===== src/rtl/md_issue_ctrl_pkg.sv =====
`default_nettype none
// ============================================================================
// Module      : md_issue_ctrl_pkg
// Description : Shared definitions for the MD-unit issue sequencer. Holds the
//               MD opcodes, the busy-window lengths of the MD unit, and the
//               sequencer state encoding.
// Revision    : 1.0 - initial release
// ============================================================================
package md_issue_ctrl_pkg;

  // MD opcodes as presented on e_md_op / md_op
  localparam logic [2:0] MD_MULT  = 3'd0;
  localparam logic [2:0] MD_MULTU = 3'd1;
  localparam logic [2:0] MD_DIV   = 3'd2;
  localparam logic [2:0] MD_DIVU  = 3'd3;
  localparam logic [2:0] MD_MFHI  = 3'd4;
  localparam logic [2:0] MD_MFLO  = 3'd5;
  localparam logic [2:0] MD_MTHI  = 3'd6;
  localparam logic [2:0] MD_MTLO  = 3'd7;

  // Busy cycles the MD unit reports after a start
  localparam logic [4:0] busy_mult = 5'd5;
  localparam logic [4:0] busy_div  = 5'd10;
  localparam logic [4:0] busy_zero = 5'd0;

  typedef enum logic [0:0] {
    MDS_IDLE = 1'b0,
    MDS_RUN  = 1'b1
  } md_state_t;

  // Long (multi-cycle) ops are 0..3, i.e. bit 2 clear
  function automatic logic is_long_op(input logic [2:0] op);
    return ~op[2];
  endfunction

  // Ops that write HI/LO without a start pulse
  function automatic logic is_mt_op(input logic [2:0] op);
    return (op == MD_MTHI) || (op == MD_MTLO);
  endfunction

endpackage : md_issue_ctrl_pkg
`default_nettype wire


===== src/rtl/md_issue_ctrl.sv =====
`default_nettype none
// ============================================================================
// Module      : md_issue_ctrl
// Description : E-stage issue sequencer for the multiply/divide unit. Issues
//               start/op/operands, mirrors the unit's busy window with a
//               local countdown, stalls D-stage MD ops while an op is in
//               flight, returns mfhi/mflo data, and flags protocol errors.
// Ports       : clk, reset (async, active low)
//               d_md_valid                 - MD op present in D
//               e_md_valid/e_md_op/e_flush - MD op in E and its cancel
//               e_rs/e_rt                  - forwarded operands in E
//               md_start/md_op/md_d1/md_d2 - MD unit command
//               md_busy/md_hi/md_lo        - MD unit status and HI/LO
//               stall_d                    - freeze F/D, bubble into E
//               e_hilo_data                - mfhi/mflo result for E
//               proto_err                  - sticky protocol error
// Revision    : 1.0 - initial release
// ============================================================================
module md_issue_ctrl
  import md_issue_ctrl_pkg::*;
#(
  parameter logic [4:0] MULT_LAT = busy_mult,
  parameter logic [4:0] DIV_LAT  = busy_div
) (
  input  logic        clk,
  input  logic        reset,
  input  logic        d_md_valid,
  input  logic        e_md_valid,
  input  logic [2:0]  e_md_op,
  input  logic        e_flush,
  input  logic [31:0] e_rs,
  input  logic [31:0] e_rt,
  output logic        md_start,
  output logic [2:0]  md_op,
  output logic [31:0] md_d1,
  output logic [31:0] md_d2,
  input  logic        md_busy,
  input  logic [31:0] md_hi,
  input  logic [31:0] md_lo,
  output logic        stall_d,
  output logic [31:0] e_hilo_data,
  output logic        proto_err
);

  md_state_t   state_q, state_d;
  logic [4:0]  cnt_q, cnt_d;
  logic        proto_err_q, proto_err_d;

  logic        accept;
  logic        running;
  logic        bad_issue;
  logic        busy_exp;

  always_comb begin
    accept    = e_md_valid & ~e_flush;
    running   = (state_q == MDS_RUN);
    // A long op or an HI/LO write reaching E while busy means the stall
    // upstream failed; block it from the MD unit and record the error.
    bad_issue = accept & running & (is_long_op(e_md_op) | is_mt_op(e_md_op));

    md_start  = accept & is_long_op(e_md_op) & ~running;
    // mfhi is the harmless idle op: the unit writes HI/LO on mthi/mtlo
    // without a start, so those must never leak out on idle cycles.
    md_op     = (accept & ~bad_issue) ? e_md_op : MD_MFHI;
    md_d1     = e_rs;
    md_d2     = e_rt;

    stall_d     = d_md_valid & (md_start | running);
    e_hilo_data = (e_md_op == MD_MFHI) ? md_hi : md_lo;

    // The unit is busy in the start cycle and while the countdown is live
    busy_exp    = md_start | (cnt_q != busy_zero);

    state_d = state_q;
    cnt_d   = cnt_q;
    case (state_q)
      MDS_IDLE: begin
        if (md_start) begin
          // ops 2/3 (div/divu) have bit 1 set, ops 0/1 (mult/multu) do not
          cnt_d   = e_md_op[1] ? DIV_LAT : MULT_LAT;
          state_d = MDS_RUN;
        end
      end
      MDS_RUN: begin
        if (cnt_q == 5'd1) begin
          cnt_d   = busy_zero;
          state_d = MDS_IDLE;
        end else begin
          cnt_d   = cnt_q - 5'd1;
        end
      end
      default: begin
        state_d = MDS_IDLE;
        cnt_d   = busy_zero;
      end
    endcase

    proto_err_d = proto_err_q | bad_issue | (md_busy != busy_exp);
  end

  always_ff @(posedge clk or negedge reset) begin
    if (!reset) begin
      state_q     <= MDS_IDLE;
      cnt_q       <= busy_zero;
      proto_err_q <= 1'b0;
    end else begin
      state_q     <= state_d;
      cnt_q       <= cnt_d;
      proto_err_q <= proto_err_d;
    end
  end

  assign proto_err = proto_err_q;

endmodule : md_issue_ctrl
`default_nettype wire


===== config.mk =====
export PLATFORM = sky130hd
export DESIGN_NAME = md_issue_ctrl
export DESIGN_NICKNAME = d
export VERILOG_FILES = /design/src/rtl/md_issue_ctrl_pkg.sv /design/src/rtl/md_issue_ctrl.sv
export SDC_FILE = /design/constraint.sdc
export NUM_CORES = 1
export LEC_CHECK = 0
export ABC_CLOCK_PERIOD_IN_PS = 3200
export BUFFER_PORTS_ARGS = -buffer_cell sky130_fd_sc_hd__buf_2
export CAP_MARGIN = 20
export CORE_AREA = 2 2 92 94
export DETAILED_ROUTE_END_ITERATION = 10
export DIE_AREA = 0 0 94 96
export PLACE_DENSITY = 0.6
export REMOVE_ABC_BUFFERS = 1
export SLEW_MARGIN = 15
export SYNTH_ARGS = -nofsm -noshare
export SYNTH_HDL_FRONTEND = slang
export SYNTH_SLANG_ARGS = --single-unit

===== constraint.sdc =====
create_clock -name clk -period 3.2 [get_ports clk]
set_clock_uncertainty 0.1 [all_clocks]
set_input_delay 0.48 -clock clk [delete_from_list [all_inputs] [get_ports clk]]
set_output_delay 0.48 -clock clk [all_outputs]
set_load 0.05 [all_outputs]

==> results by group <==
Clock tree
  – Clock Latency Late Sink: 230 ps
  – Clock buffer depth: 2
  – Post-cts resize count: 0
  – CTS buffer count: 3
  – Setup Buffers After CTS: 0
  – CTS tree: built
  – Cell chosen for the clock root: clkbuf_8
  – CTS clk-pin slew, worst paths: 40 ps
  – Post-CTS Hold Buffers: 1
  – # H-tree levels: 1
  – Clock sinks: 7

STA
  – Count of final setup violators: 0
  – Fin. Hold Viols: 0
  – Fmax: 410 MHz
  – Worst Tran Pin Value: 536 ps
  – Pins Over Slew Limit: 0
  – Post-layout minimum cycle time: 2440 ps
  – RSZ-0062 raised after global routing: false
  – Setup TNS: 0 ps
  – Relative slew margins: 63.7%
  – Final period util: 76.3%

Synthesis
  – #FFs+latches synth: 7
  – Seq/Total Area, Yosys: 13.2%
  – Ys flop type: dfrtp_1
  – Syn Inst Count: 149
  – Synth Cell Area: 1330 µm²
  – Post-synth ARST share: 100%
  – Synth area leaders: buf_4, mux2_2, dfrtp_1
  – Post-synth top area share: 36.2%
  – EDFF count, synth: 0
  – Synth Warn #: 0
  – Area leader, netlist: buf_4
  – Syn avg cell area: 8.90 µm²
  – Distinct cells, synth: 34

Cells and area
  – Share of cells above drive strength 1: 75.6%
  – Post-layout util: 19.5%
  – Nets: 337
  – Most common cell after layout, fill and taps aside: buf_2
  – Commonest cells after routing, fill and taps aside: buf_2, mux2_2, dfrtp_1, inv_1, nand2_1
  – P&R area growth vs syn: 18.7%
  – Non-filler cells, final: 302
  – N_diodes: 0

Die
  – I/O pins: 239
  – Die W: 94 µm
  – CORE AREA: 8050 µm²
  – Die H: 96 µm
  – Std-Cell Rows: 33
  – Initial Util: 16.5%
  – Die area: 9020 µm²

Critical path
  – CP Capture Type: output port
  – Critical Path, Cell by Cell: buf_2 -> nand2b_1 -> nor2_2 -> buf_4 -> mux2_2 -> buf_2
  – WP data required: 2620 ps
  – Worst-path maximum fanout: 32
  – Worst R2R Start: cnt_q[1]
  – RR Endpoint: cnt_q[3]
  – Worst Reg2Reg Path Length in Cells: 5
  – Startpoint Class: input port
  – Critical Path Slowest Stage Cell: mux2_2
  – Crit path buf inv count: 3
  – Crit-path leading delay family: buffers and inverters
  – Setup crit start: e_md_op[1]
  – CP Depth: 6
  – CP Capture Point: e_hilo_data[4]
  – Flop2flop setup slack: 1470 ps
  – Worst Path Arrival: 1860 ps
  – CP dominant cell by count: buf_2
  – CP max stage delay: 390 ps
  – Setup CP Type: input port to output port

Place
  – HPWL after DPL: 6.73 mm
  – Placed Cells incl. Taps: 297
  – Port bufs: 110
  – GP Congestion: 0.861

Routing
  – Vias: 1261
  – Drt total wl: 7.66 mm
  – First DRT Iteration DRCs: 24
  – Per-cell routed wire length: 25.4 µm
  – Drc violations: 0
  – Vias/cell: 4.18
  – Post-route ant nets: 0
  – Drt pass-1 iters: 5

Flow run
  – Max-cap violations: 0

Hold path
  – Hold path startpoint: proto_err
  – Hold Path Class: flip-flop to flip-flop

GRT
  – GRT Residual Overflow: 0
  – First-pass GRT wire length: 9.18 mm
  – Gr usage total: 15.5%
  – Initial antenna violation count: 0
  – Number of global-route vias before repair: 1058
  – Largest net degree at the start of global routing: 33

Power and ir drop
  – P_leak: 0.000805 µW
  – Pwr dens: 463 nW/µm²
  – Max rail drop VDD: 0.000112 V

Status
  – Outcome: completed
-- cell usage after synthesis, types with 2 or more instances --
library cell  number
mux2_1             2
buf_4             64
dfrtp_1            7
inv_1              5
nor2b_1            2
nand2_1            4
ha_1               2
mux2_2            31
buf_2              3
nand3_1            2
nor3b_1            2
nor2_1             3
-- how the worst min path moves through the flow --
| stage | to | depth (start not counted) |
|---|---|---|
| after global routing | proto_err | 2 |
| after global placement | cnt_q[3] | 1 |
| final | proto_err | 2 |
| after CTS | proto_err | 2 |
| after detailed placement | cnt_q[2] | 1 |
| after floorplan | cnt_q[0] | 0 |
-- worst register-to-register path: cells and delay by family (launching register included) --
kind	cells	cell delay (ps)
fa+ha+maj	1	160
flops	1	380
compound gates	2	390
buf+inv	1	100
simple gates	1	470
-- per-stage QoR --
step                setup WS, ps  area [µm²]  power [µW]  hold WS, ps
global placement             788        1520         598          228
global route                 650        1570         789          412
finish                       759        1570         729          381
floorplan                    533         822         484         84.4
detailed placement           745        1520         602          232
CTS                          738        1570         736          391
-- final cells by class --
cell class | count | area [µm²]
Timing Repair Buffer | 113 | 576
Inverter | 5 | 18.8
Clock buffer | 4 | 45.0
Tap cell | 105 | 131
Fill cell | 918 | 6480
Multi-Input combinational cell | 68 | 628
Sequential cell | 7 | 175
-- where the power goes --
part	total, µW	switching (µW)	leakage, µW	internal (µW)
registers	189	63.2	0.0000818	126
logic	413	239	0.000700	174
clock network	127	40.9	0.0000228	86.4
-- logic make-up (layout without fill, tap and decap cells) --
family,Yosys count,after routing,share of synthesized area [%]
AND/OR/NAND/NOR,22,22,10.3
multiplexers,34,34,28.8
adder cells (fa/ha/maj),2,2,1.89
flip-flops,7,7,13.2
buffers and inverters,74,122,39.4
AO/OA/AOI/OAI,10,10,6.42
-- sequential cells by signal (all words and copies together) (netlist names) --
| register | cells |
|---|---|
| running | 1 |
| cnt_q | 5 |
| proto_err | 1 |
-- layer usage --
layer / vias up / GRT usage, % / share of wire [%]
li1: 548 / - / -
met1: 538 / 16.0 / 33
met2: 157 / 17.7 / 36
met3: 16 / 21.4 / 30
met4: 2 / 1.93 / 0.95
met5: - / 8.93 / 0.55
(Power assumes the default switching activity.)
